`src/rtl/fifo_wr_arbiter.sv`:
```
// fifo_wr_arbiter
//
// This block shares the single write port of the team FIFO among N_REQ
// producers. It arbitrates between them in round-robin order. It also owns
// the FIFO read strobe: it forwards consumer reads in normal operation and
// discards the FIFO contents when a flush is requested.
//
// Optional build macro: FIFO_WR_ARBITER_STATS_EN
//   When this macro is defined, the block adds the grant_count output. That
//   output holds one saturating 16-bit accepted-transfer counter per
//   requester.
module fifo_wr_arbiter #(
  parameter int WIDTH = 8,
  parameter int N_REQ = 4,
  localparam int PTR_W = $clog2(N_REQ)
) (
  input  logic                   clk,
  input  logic                   rst,
  input  logic [N_REQ-1:0]       req_valid,
  input  logic [N_REQ*WIDTH-1:0] req_data,
  output logic [N_REQ-1:0]       req_ready,
  input  logic                   fifo_full,
  input  logic                   fifo_empty,
  output logic                   fifo_write,
  output logic [WIDTH-1:0]       fifo_data_in,
  input  logic                   cons_read,
  output logic                   fifo_read,
  input  logic                   flush_req,
  output logic                   flush_done
`ifdef FIFO_WR_ARBITER_STATS_EN
  ,
  output logic [N_REQ*16-1:0]    grant_count
`endif
);

  // The rotating scan sum is one bit wider than the pointer, so that
  // rr_ptr + k cannot overflow before the modulo fold.
  localparam int SUM_W = PTR_W + 1;

  typedef enum logic [1:0] {
    ARB   = 2'd0,
    DRAIN = 2'd1,
    DONE  = 2'd2
  } state_e;

  state_e           state_q;
  logic [PTR_W-1:0] rrPtr_q;
  logic [PTR_W-1:0] rrPtr_d;
  logic             flushDone_q;

  logic             winFound;
  logic [PTR_W-1:0] winIdx;
  logic [SUM_W-1:0] scanSum;
  logic             grantFire;

  // Find the first valid requester, scanning upward from rr_ptr and wrapping modulo N_REQ.
  always_comb begin
    winFound = 1'b0;
    winIdx   = '0;
    scanSum  = '0;
    for (int k = 0; k < N_REQ; k++) begin
      scanSum = {1'b0, rrPtr_q} + SUM_W'(k);
      if (scanSum >= SUM_W'(N_REQ)) begin
        scanSum = scanSum - SUM_W'(N_REQ);
      end
      if (!winFound && req_valid[scanSum[PTR_W-1:0]]) begin
        winFound = 1'b1;
        winIdx   = scanSum[PTR_W-1:0];
      end
    end
  end

  // A transfer happens only in ARB, without a flush request, with a winner and FIFO space.
  always_comb begin
    grantFire = (state_q == ARB) && !flush_req && winFound && !fifo_full;
  end

  // The pointer moves to the index just after the winner, so the winner goes last next round.
  always_comb begin
    if (winIdx == PTR_W'(N_REQ - 1)) begin
      rrPtr_d = '0;
    end else begin
      rrPtr_d = winIdx + PTR_W'(1);
    end
  end

  // Strobes and write data are combinational for zero latency; reset forces every strobe low.
  always_comb begin
    req_ready    = '0;
    fifo_write   = 1'b0;
    fifo_data_in = '0;
    fifo_read    = 1'b0;
    if (!rst) begin
      case (state_q)
        ARB: begin
          if (!flush_req) begin
            if (grantFire) begin
              req_ready[winIdx] = 1'b1;
              fifo_write        = 1'b1;
              fifo_data_in      = req_data[int'(winIdx)*WIDTH +: WIDTH];
            end
            fifo_read = cons_read & ~fifo_empty;
          end
        end
        DRAIN: begin
          fifo_read = ~fifo_empty;
        end
        default: begin
        end
      endcase
    end
  end

  // Control FSM: it handles arbitration, the flush drain, and a one-cycle completion pulse.
  always_ff @(posedge clk) begin
    if (rst) begin
      state_q     <= ARB;
      rrPtr_q     <= '0;
      flushDone_q <= 1'b0;
    end else begin
      flushDone_q <= 1'b0;
      case (state_q)
        ARB: begin
          if (flush_req) begin
            state_q <= DRAIN;
          end else if (grantFire) begin
            rrPtr_q <= rrPtr_d;
          end
        end
        DRAIN: begin
          if (fifo_empty) begin
            state_q     <= DONE;
            flushDone_q <= 1'b1;
          end
        end
        DONE: begin
          state_q <= ARB;
          rrPtr_q <= '0;
        end
        default: begin
          state_q <= ARB;
        end
      endcase
    end
  end

  assign flush_done = flushDone_q;

`ifdef FIFO_WR_ARBITER_STATS_EN
  logic [N_REQ*16-1:0] grantCnt_q;

  // Per-requester accepted-transfer counters: they saturate at all-ones and only reset clears them.
  always_ff @(posedge clk) begin
    if (rst) begin
      grantCnt_q <= '0;
    end else begin
      for (int i = 0; i < N_REQ; i++) begin
        if (req_valid[i] && req_ready[i] && (grantCnt_q[i*16 +: 16] != 16'hFFFF)) begin
          grantCnt_q[i*16 +: 16] <= grantCnt_q[i*16 +: 16] + 16'd1;
        end
      end
    end
  end

  assign grant_count = grantCnt_q;
`endif

endmodule
```
`config.mk`:
```
export PLATFORM = sky130hd
export DESIGN_NAME = fifo_wr_arbiter
export DESIGN_NICKNAME = d
export VERILOG_FILES = /design/src/rtl/fifo_wr_arbiter.sv
export SDC_FILE = /design/constraint.sdc
export NUM_CORES = 1
export LEC_CHECK = 0
export ABC_AREA = 1
export CORE_MARGIN = 4
export CORE_UTILIZATION = 40
export DETAILED_ROUTE_END_ITERATION = 8
export GPL_ROUTABILITY_DRIVEN = 0
export PLACE_DENSITY_LB_ADDON = 0.25
export SETUP_SLACK_MARGIN = 0.2
export SLEW_MARGIN = 20
export SYNTH_ARGS = -nofsm -noshare
export SYNTH_HDL_FRONTEND = slang
export SYNTH_SLANG_ARGS = --single-unit
export TNS_END_PERCENT = 5
```
`constraint.sdc`:
```
create_clock -name clk -period 2.3 [get_ports clk]
set_input_delay 0.46 -clock clk [delete_from_list [all_inputs] [get_ports clk]]
set_output_delay 0.46 -clock clk [all_outputs]
set_load 0.01 [all_outputs]
```
# [Yosys cells after proc, flatten, opt, wreduce, memory -nomap -nowiden]
# Cells that the tools add are included.
[totals] wordCells=94 regBits=5 inputBits=42 output_inout_bits=15
[classes] shift=1 n_reduce_logical=17 n_eq_ne=7 n_addsub=8 order_cmp=10 n_bitwise=3 n_mux=45
[op_table] cell="2-to-1 mux 8 bit" n=4
[op_table] cell="indexed part select 32 x 6 -> 8 bit" n=1
[op_table] cell="2-to-1 mux 2 bit" n=13
[op_table] cell="2-to-1 mux 1 bit" n=16
[op_table] cell="2-to-1 mux 4 bit" n=4
[op_table] cell="less-than comparator 2 x 3 -> 1 bit, second input constant" n=5
[op_table] cell="greater-or-equal comparator 3 bit, second input constant" n=3
[op_table] cell="binary-select mux 1 bit (select 2 bit)" n=4
[op_table] cell="inequality test 2 bit, second input constant" n=4
[op_table] cell="case mux 2 bit (2 select lines)" n=2
[op_table] cell="subtractor 2 x 1 -> 2 bit, second input constant" n=4
[op_table] cell="logical AND 1 bit" n=7
[op_table] cell="adder 2 x 2 -> 3 bit, second input constant" n=2
[op_table] cell="zero test 1 bit" n=5
[op_table] cell="equality test 2 bit, second input constant" n=2
[op_table] cell="adder 2 x 1 -> 3 bit, second input constant" n=1
[op_table] cell="greater-or-equal comparator 2 x 3 -> 1 bit, second input constant" n=1
[op_table] cell="AND reduction 3 bit" n=1
[op_table] cell="adder 2 x 1 -> 2 bit, second input constant" n=1
[op_table] cell="demux 1 bit (select 2 bit)" n=1
[op_table] cell="equality test 2 x 1 -> 1 bit, second input constant" n=1
[op_table] cell="greater-or-equal comparator 2 x 1 -> 1 bit, second input constant" n=1
[op_table] cell="zero test 2 bit" n=1
[op_table] cell="inverter 1 bit" n=2
[op_table] cell="other kinds (5)" n=5

# [Depth between registers and ports, before layout]
# Gate-level depths: netlist of run 1.
[logic_depth] word_depth=22 depth_mapped=14

# [Least setup slack after synthesis of run 1]
# No wires, ideal clock.
[synth_path] path_kind="input to output" start="in req_valid[3]" end="out req_ready[2]" path_stages=11 path_slack_ns=0.171 t_arrival_ns=1.669 cell_sequence="inv_1 -> nand2_2 -> nand3_1 -> nand2_2 -> nor2_4 -> nand3_4 -> nand3_4 -> buf_6 -> ha_1 -> inv_1 -> nor2_1"
[synth_between] elab_chain_cells=20 elab_cells_between_ends=33
[synth_rtl] item="from (decl)" line_no="19" rtl="input logic [N_REQ-1:0] req_valid,"
[synth_rtl] item="binary-select mux 1 bit (select 2 bit)" line_no="66" rtl="if (!winFound && req_valid[scanSum[PTR_W-1:0]]) begin"
[synth_rtl] item="2-to-1 mux 1 bit (not written as such)" line_no="66"
[synth_rtl] item="2-to-1 mux 1 bit" line_no="66"
[synth_rtl] item="zero test 1 bit" line_no="66"
[synth_rtl] item="logical AND 1 bit" line_no="66"
[synth_rtl] item="2-to-1 mux 1 bit" line_no="66"
[synth_rtl] item="zero test 1 bit" line_no="66"
[synth_rtl] item="logical AND 1 bit" line_no="66"
[synth_rtl] item="[... 4 more ...]"
[synth_rtl] item="less-than comparator 2 x 3 -> 1 bit (not written as such) / greater-or-equal comparator 2 x 1 -> 1 bit (equally long branches)" line_no="98" rtl="req_ready[winIdx] = 1'b1;"
[synth_rtl] item="logical AND 1 bit (not written as such)" line_no="98"
[synth_rtl] item="2-to-1 mux 1 bit (not written as such)" line_no="98"
[synth_rtl] item="demux 1 bit (select 2 bit)" line_no="98"
[synth_rtl] item="2-to-1 mux 4 bit *" line_no="97" rtl="if (grantFire) begin"
[synth_rtl] item="2-to-1 mux 4 bit *" line_no="96" rtl="if (!flush_req) begin"
[synth_rtl] item="2-to-1 mux 4 bit *" line_no="94" rtl="case (state_q)"
[synth_rtl] item="2-to-1 mux 4 bit *" line_no="93" rtl="if (!rst) begin"
[synth_rtl] item="to (decl)" line_no="21" rtl="output logic [N_REQ-1:0] req_ready,"
# Every way passes the cells marked *; elsewhere a longest branch is shown, timed or not. The select of a mux whose other input is x is not followed.

# [Worst setup path in the final report of run 1]
[layout_path] start="in req_valid[2]" end="out fifo_data_in[3]"
[layout_between] elab_chain_cells=18 elab_cells_between_ends=29
[layout_rtl] item="branches (longest 14 deep; another with binary-select mux 1 bit (select 2 bit))"
[layout_rtl] item="2-to-1 mux 8 bit *" line_no="97"
[layout_rtl] item="2-to-1 mux 8 bit *" line_no="96"
[layout_rtl] item="2-to-1 mux 8 bit *" line_no="94"
[layout_rtl] item="2-to-1 mux 8 bit *" line_no="93"
[layout_rtl] item="to (decl)" line_no="25" rtl="output logic [WIDTH-1:0] fifo_data_in,"
# Every way passes the cells marked *. The select of a mux whose other input is x is not followed.

==> flow_summary.rst, run 1 <==
.. list-table::
   :header-rows: 1

   * - Metric
     - Value
   * - NetSw
     - ~0.5 mW
   * - Clock tree from TritonCTS
     - done
   * - Sequential area share after synthesis
     - 9.15%
   * - Vias in the first global route
     - between 1k and 1.5k
   * - Cell-internal power
     - about 0.54 mW
   * - Global-route wire length before repair
     - between 5000 and 6000 µm
   * - IO Port Bufs
     - 56
   * - FMAX
     - 395 MHz
   * - Switching share of power
     - around half
   * - Most common cell after layout, fill and taps aside
     - sky130_fd_sc_hd__inv_1
   * - Logic gate share of total power
     - roughly four fifths
   * - Number of distinct standard cells referenced by the synthesized netlist
     - 25
   * - Critical path buffers and inverters
     - 4
   * - Slowest cell on the critical path
     - sky130_fd_sc_hd__dlygate4sd2_1
   * - Clock period minus final worst setup slack
     - approximately 2.5 ns
   * - Total nets after synthesis
     - 244
   * - IO Count
     - between 50 and 60
   * - Slew Limit Fails
     - 0
   * - Final antenna diode count
     - 0
   * - Critical path, cell by cell
     - dlygate4sd2_1 -> inv_2 -> nand2_2 -> nand3_2 -> nand2_4 -> nor2_4 -> nand3_4 -> buf_6 -> nand4_1 -> nand3_1 -> a21oi_1 -> buf_2
   * - DRT antenna net count
     - 0
   * - Peak fanout along the critical path
     - 7
   * - Area of the mapped netlist
     - 1090 µm²
   * - Area overhead of the layout relative to synthesis
     - 85.2%
   * - Top cell type's share of synthesized area
     - between 10% and 20%
   * - Rows
     - 18
   * - Yosys warnings
     - 0
   * - Half-perimeter wire length after detailed placement
     - roughly 2600 µm
   * - Congestion Overflow GR
     - 0
   * - Pin slew with the least headroom to its limit
     - 0.263 ns
   * - Clock latency of the later-clocked register in the worst-skew pair
     - about 0.25 ns
   * - Number of levels in the clock H-tree
     - 1
   * - TritonCTS sink count
     - 5
   * - RSZ-0062 raised after global routing
     - yes
   * - Share of cells above drive strength 1
     - about 38%
   * - Cell family with the largest share of critical-path delay
     - simple AND/OR/NAND/NOR gates
   * - Core area
     - 2540 µm²
   * - Final worst setup slack
     - -0.230 ns
   * - Kind of start point of the critical path
     - input pin
   * - Power density over the cells
     - between 500 and 600 nW/µm²
   * - Slowest cell delay on critical path
     - roughly 0.26 ns
   * - Total via count after detailed routing
     - 1555
   * - Final hold violation count
     - 0
   * - Worst-case setup slack after placement
     - -0.849 ns
   * - Crit end category
     - primary output
   * - Cell leakage power
     - between 1 and 1.5 nW
   * - Power, Total
     - a little over 1 mW
   * - Maximum clock skew at final layout
     - 0.00395 ns
   * - Flops & latches, synth
     - 5
   * - Top area cells in the synthesized netlist
     - sky130_fd_sc_hd__inv_1, sky130_fd_sc_hd__nand2_1, sky130_fd_sc_hd__nand3_1
   * - Most used cells in the layout excluding fill and tap cells
     - sky130_fd_sc_hd__inv_1, sky130_fd_sc_hd__clkdlybuf4s50_1, sky130_fd_sc_hd__nand2_1
   * - Part of the total power dissipated in the clock network
     - roughly 10%
   * - Mean post-synth cell area
     - ~5.5 µm²
   * - Violations in the final reports
     - setup timing
   * - Critical Path RT
     - around 1.8 ns
   * - Period utilization
     - 110%
   * - TritonCTS buffer count
     - 3
   * - Nets@finish
     - approximately 330
   * - Finish-stage setup viols
     - 13
   * - Clock slew seen by the registers of the worst setup and hold paths
     - about 0.04 ns
   * - Number of instances in the synthesized netlist
     - 198
   * - CTS root buf
     - sky130_fd_sc_hd__clkbuf_4
   * - Iteration-0 DRC Markers
     - 121
   * - Die area
     - 3630 µm²
   * - Chip Height
     - around 60 µm
   * - Max transition margin
     - 82.3%
   * - Largest net degree at the start of global routing
     - 17
   * - Result of the run
     - finished with violations
   * - Type of the setup path with the least slack
     - in2out
   * - Max rail drop VDD
     - about 0.5 mV
   * - 1st-pass router iterations
     - 4
   * - Total routed wirelength
     - 4020 µm
   * - Starting density of the core
     - between 40% and 50%
   * - Initial antenna violation count
     - 0
   * - Sequential fraction of design power
     - approximately 10%
   * - Average detailed-routed wire length per instance
     - ~13 µm
   * - Area leader, netlist
     - sky130_fd_sc_hd__inv_1
   * - Total track usage
     - 21.1%
   * - Vias per inst
     - roughly 5
   * - Maximum number of buffers from clock root to sink
     - 2
   * - DRC violations left
     - 0
   * - Path type of the worst min-delay path
     - reg2reg
   * - Die width
     - between 60 and 70 µm
   * - Worst Path Arrival
     - 2.07 ns
   * - MaxCap Viol Count
     - 0
-- metal layers --
layer	vias to the layer above	wire length (µm)	GRT usage, %
met5	-	0	0
met2	75	2000	36.4
met4	0	120	8.54
met1	676	1570	23.6
met3	12	330	6.70
li1	792	-	-
-- per-stage QoR --
step | cells | instance area [µm²] | setup TNS, ns | hold WS (ns) | utilization, %
2_1_floorplan | 198 | 1100 | 0 | 0.488 | -
3_3_place_gp | 298 | 1800 | -10.0 | 0.516 | 70.8
3_5_place_dp | 298 | 1800 | -10.40 | 0.531 | 70.8
4_1_cts | 307 | 1900 | -2.03 | 0.540 | 74.8
5_1_grt | 310 | 2030 | -4.11 | 0.561 | 79.6
6_report | 310 | 2030 | -2.50 | 0.545 | 79.6
-- worst paths after layout --
path	slack [ns]	cells past startpoint	endpoint	start
max	-0.23	12	fifo_data_in[3]	req_valid[2]
min	0.54	2	state_q[1]	state_q[0]
max reg2reg	0.35	11	rrPtr_q[1]	rrPtr_q[0]
min reg2reg	0.54	2	state_q[1]	state_q[0]
-- synth_stat cells --
cell type and instances:
sky130_fd_sc_hd__nand2_2 8, sky130_fd_sc_hd__nand3b_4 1, sky130_fd_sc_hd__nor2_2 1, sky130_fd_sc_hd__inv_2 3, sky130_fd_sc_hd__ha_1 4, sky130_fd_sc_hd__nand3_1 22, sky130_fd_sc_hd__nor2_4 1, sky130_fd_sc_hd__o21ai_0 2
sky130_fd_sc_hd__buf_2 2, sky130_fd_sc_hd__nand2_4 2, sky130_fd_sc_hd__dfxtp_1 5, sky130_fd_sc_hd__nand2_1 48, sky130_fd_sc_hd__nand3_2 2, sky130_fd_sc_hd__nand4_1 17, sky130_fd_sc_hd__buf_6 2, sky130_fd_sc_hd__clkbuf_8 1
sky130_fd_sc_hd__nor3_2 1, sky130_fd_sc_hd__o21ai_1 2, sky130_fd_sc_hd__buf_4 1, sky130_fd_sc_hd__a21oi_1 10, sky130_fd_sc_hd__nor3_1 4, sky130_fd_sc_hd__inv_1 48, sky130_fd_sc_hd__nand3_4 2, sky130_fd_sc_hd__or2_2 1
sky130_fd_sc_hd__nor2_1 8
-- final cells by class --
type,count,area [µm²]
Multi-Input combinational cell,137,913
Timing Repair Buffer,83,742
Fill cell,180,519
Inverter,51,199
Sequential cell,5,108
Tap cell,30,37.5
Clock buffer,4,26.3
-- cells by family after synthesis --
logic type | synth area share, %
adders and majority gates | 4.58
AOI/OAI and AO/OA | 6.41
buffers and inverters | 22.4
DFF | 9.15
and+or+nand+nor | 57.4
-- worst reg2reg max path, cell delays in order, from the launching register on --
cell and delay (ns):
sky130_fd_sc_hd__dfxtp_4 0.36, sky130_fd_sc_hd__inv_4 0.12, sky130_fd_sc_hd__nand2_2 0.09, sky130_fd_sc_hd__nand3_2 0.11, sky130_fd_sc_hd__nand2_4 0.07, sky130_fd_sc_hd__nor2_4 0.18
sky130_fd_sc_hd__nand3_4 0.19, sky130_fd_sc_hd__nand3_4 0.19, sky130_fd_sc_hd__inv_2 0.06, sky130_fd_sc_hd__ha_2 0.30, sky130_fd_sc_hd__o21ai_0 0.07, sky130_fd_sc_hd__nor3_1 0.12
-- state kept, by name, indices dropped and copies added (netlist names) --
| register | count |
|---|---|
| rrPtr_q | 2 |
| state_q | 2 |
| flush_done | 1 |
-- power by group through the flow --
| stage | combinational (mW) | sequential [mW] | clock (mW) |
|---|---|---|---|
| global placement | 0.656 | 0.102 | 0 |
| finish | 0.831 | 0.105 | 0.102 |
| detailed placement | 0.668 | 0.102 | 0 |
| global route | 0.911 | 0.106 | 0.118 |
| floorplan | 0.407 | 0.101 | 0 |
| CTS | 0.755 | 0.103 | 0.105 |
-- repair_timing --
action                     in CTS  in global routing
cloned                          2                  0
buffers inserted                3                  3
hold buffers                    0                  0
setup endpoints to repair      15                 15
pin swaps                      20                 16
resized for setup              89                 34
No activity file was read; power rests on OpenSTA's default activity.
==> run 2: changes to the inputs <==
Settings changed: SKIP_LAST_GASP from default to 1.
==> run 2 against run 1 <==
Compared with the run above:
- die area did not move
- sequential cell count did not move
- clock power barely moved
- worst setup slack gained 0.038 ns
- global-route usage about the same
- non-clock buffer count up 1
- count of clock-buffer cells in the layout stayed put
- combinational power rose by 6.0%
- utilization rose by 2.9 points
- sequential share of layout area shrank 0.19 points
- the flow still finishes with violations (setup timing)
- critical path depth is 2 higher
- register-to-register slack barely moved
==> flow_summary.rst, run 2 (same netlist as run 1, synthesis figures left out) <==
.. list-table::
   :header-rows: 1

   * - Metric
     - Value
   * - Result of the run
     - finished with violations
   * - Violations in the final reports
     - setup timing
   * - Rows
     - 18
   * - Iteration-0 DRC Markers
     - between 100 and 150
   * - Die area
     - 3630 µm²
   * - Number of levels in the clock H-tree
     - 1
   * - R2r setup slk
     - around 0.36 ns
   * - Largest net degree at the start of global routing
     - 17
   * - Average detailed-routed wire length per instance
     - about 13 µm
   * - Pin slew with the least headroom to its limit
     - between 0.2 and 0.3 ns
   * - Sum Neg Setup Slack
     - -2.29 ns
   * - Clock period minus final worst setup slack
     - roughly 2.5 ns
   * - NetSw
     - approximately 0.54 mW
   * - Max transition margin
     - between 80% and 90%
   * - MaxCap Viol Count
     - 0
   * - Start of the worst register-to-register path
     - rrPtr_q[0]
   * - Part of the total power dissipated in the clock network
     - under 10%
   * - Final hold violation count
     - 0
   * - Post-place instance area
     - ~1800 µm²
   * - Timing startpoint of the critical path
     - rrPtr_q[0]
   * - Kind of start point of the critical path
     - flop
   * - Post-Place Cells
     - 298
   * - Final worst setup slack
     - -0.192 ns
   * - Global-route wire length before repair
     - between 5000 and 6000 µm
   * - Period utilization
     - 108%
   * - Share of cells above drive strength 1
     - 38.1%
   * - Cell-internal power
     - 0.555 mW
   * - Congestion Overflow GR
     - 0
   * - Hold Slack
     - about 0.55 ns
   * - Peak fanout along the critical path
     - 8
   * - Most used cells in the layout excluding fill and tap cells
     - sky130_fd_sc_hd__inv_1, sky130_fd_sc_hd__clkdlybuf4s50_1, sky130_fd_sc_hd__nand2_1
   * - Clock tree from TritonCTS
     - done
   * - Area overhead of the layout relative to synthesis
     - 92.1%
   * - Chip Height
     - between 60 and 70 µm
   * - RSZ-0062 raised after global routing
     - yes
   * - Path type of the worst min-delay path
     - reg2reg
   * - Logic gate share of total power
     - around four fifths
   * - TritonCTS sink count
     - 5
   * - Slew Limit Fails
     - 0
   * - Cell leakage power
     - between 1 and 1.5 nW
   * - IO Count
     - 57
   * - Share of the core filled with cells
     - roughly 83%
   * - IO Port Bufs
     - 56
   * - Maximum clock skew at final layout
     - ~0.0056 ns
   * - FMAX
     - ~400 MHz
   * - Critical Path RT
     - roughly 1.8 ns
   * - Final std cells w/o fill
     - about 310
   * - Switching share of power
     - 49.2%
   * - Final antenna diode count
     - 0
   * - Worst reg2reg path endpoint
     - rrPtr_q[1]
   * - CTS root buf
     - sky130_fd_sc_hd__clkbuf_4
   * - Power, Total
     - roughly 1.1 mW
   * - Power density over the cells
     - 519 nW/µm²
   * - Count of hold-fix buffers inserted at cts
     - 0
   * - Core area
     - around 2500 µm²
   * - DRC violations left
     - 0
   * - Final Instance Area
     - 2100 µm²
   * - Vias in the first global route
     - 1409
   * - Die width
     - roughly 60 µm
   * - Total track usage
     - a little over a fifth
   * - Starting density of the core
     - roughly 43%
   * - Maximum number of buffers from clock root to sink
     - 2
   * - Initial antenna violation count
     - 0
   * - Nets@finish
     - 328
   * - Half-perimeter wire length after detailed placement
     - ~2600 µm
   * - Finish-stage setup viols
     - 14
   * - Max rail drop VDD
     - 0.519 mV
   * - Worst Path Arrival
     - roughly 2 ns
   * - Count of cells along the worst register-to-register path
     - 12
   * - Total routed wirelength
     - between 4000 and 5000 µm
   * - Clock slew seen by the registers of the worst setup and hold paths
     - approximately 0.040 ns
   * - Clock latency of the later-clocked register in the worst-skew pair
     - about 0.25 ns
   * - Crit end category
     - primary output
   * - End of the critical path
     - fifo_data_in[3]
   * - DRT antenna net count
     - 0
   * - Vias per inst
     - 5.13
   * - Type of the setup path with the least slack
     - reg2out
   * - 1st-pass router iterations
     - 4
   * - Most common cell after layout, fill and taps aside
     - sky130_fd_sc_hd__inv_1
   * - TritonCTS buffer count
     - 3
   * - Worst-case setup slack after placement
     - -0.849 ns
   * - Total via count after detailed routing
     - between 1.5k and 2k
   * - Sequential fraction of design power
     - 9.8%
## run 2: changes by cell type in the layout (fill, tap and decap cells not counted), sizes merged
cell           delta
buf               +1
clkbuf            -1
clkdlybuf4s50     +1
dlygate4sd2       -2
clkdlybuf4s15     +2
## run 2: cell type report
| cell class | count | area, µm² |
|---|---|---|
| flip-flops and latches | 5 | 108 |
| inverters | 51 | 206 |
| multi-input cells | 137 | 958 |
| well taps | 30 | 37.5 |
| fillers | 159 | 444 |
| clock buffers | 4 | 26.3 |
| repair buffers | 84 | 764 |
## run 2: worst min-delay path by stage
| stage | startpoint | to | slack, ns | depth (start not counted) |
|---|---|---|---|---|
| 2_1_floorplan | state_q[0] | flush_done | 0.49 | 2 |
| 3_3_place_gp | state_q[0] | state_q[1] | 0.52 | 2 |
| 3_5_place_dp | state_q[0] | state_q[1] | 0.53 | 2 |
| 4_1_cts | rrPtr_q[1] | rrPtr_q[1] | 0.54 | 2 |
| 5_1_grt | state_q[0] | state_q[1] | 0.56 | 2 |
| 6_report | state_q[0] | flush_done | 0.55 | 2 |
## run 2: what timing repair did
| action | 4_1_cts | 5_1_grt |
|---|---|---|
| gates cloned | 2 | 0 |
| endpoints found under the setup margin | 15 | 14 |
| pin swaps | 18 | 28 |
| buffers inserted | 3 | 4 |
| resized for setup | 86 | 48 |
## run 2: worst max-delay path: stages, from the launching register on
cell                      delay [ns]
sky130_fd_sc_hd__dfxtp_4        0.37
sky130_fd_sc_hd__buf_6          0.14
sky130_fd_sc_hd__nand2_1        0.07
sky130_fd_sc_hd__nand2_2        0.08
sky130_fd_sc_hd__nand2_2        0.10
sky130_fd_sc_hd__nand2_2        0.07
sky130_fd_sc_hd__nand2_4        0.08
sky130_fd_sc_hd__nand2_2        0.07
sky130_fd_sc_hd__nand2_4        0.09
sky130_fd_sc_hd__nand3_4        0.12
sky130_fd_sc_hd__buf_12         0.17
sky130_fd_sc_hd__nand2_1        0.06
sky130_fd_sc_hd__nand3_1        0.09
sky130_fd_sc_hd__a21oi_1        0.14
sky130_fd_sc_hd__buf_2          0.15
## run 2: power by group through the flow
| stage | Sequential [mW] | Clock, mW | Combinational (mW) |
|---|---|---|---|
| CTS | 0.103 | 0.105 | 0.753 |
| global placement | 0.102 | 0 | 0.656 |
| global route | 0.108 | 0.118 | 0.956 |
| floorplan | 0.101 | 0 | 0.407 |
| finish | 0.107 | 0.103 | 0.881 |
| detailed placement | 0.102 | 0 | 0.668 |
## run 2: metal layers
layer / share of wire (%) / wire length [µm] / GRT usage, % / up-vias
li1: - / - / - / 797
met5: 0 / 0 / 0 / -
met2: 50 / 2100 / 36.1 / 70
met4: 2.9 / 121 / 7.91 / 0
met1: 40 / 1700 / 24.4 / 714
met3: 6.6 / 276 / 6.48 / 14
==> run 3: changes to the inputs <==
Settings changed: SLEW_MARGIN 20 to default.
==> results of run 3 <==
The final DEF is identical to that of run 2; final timing and power are the same.
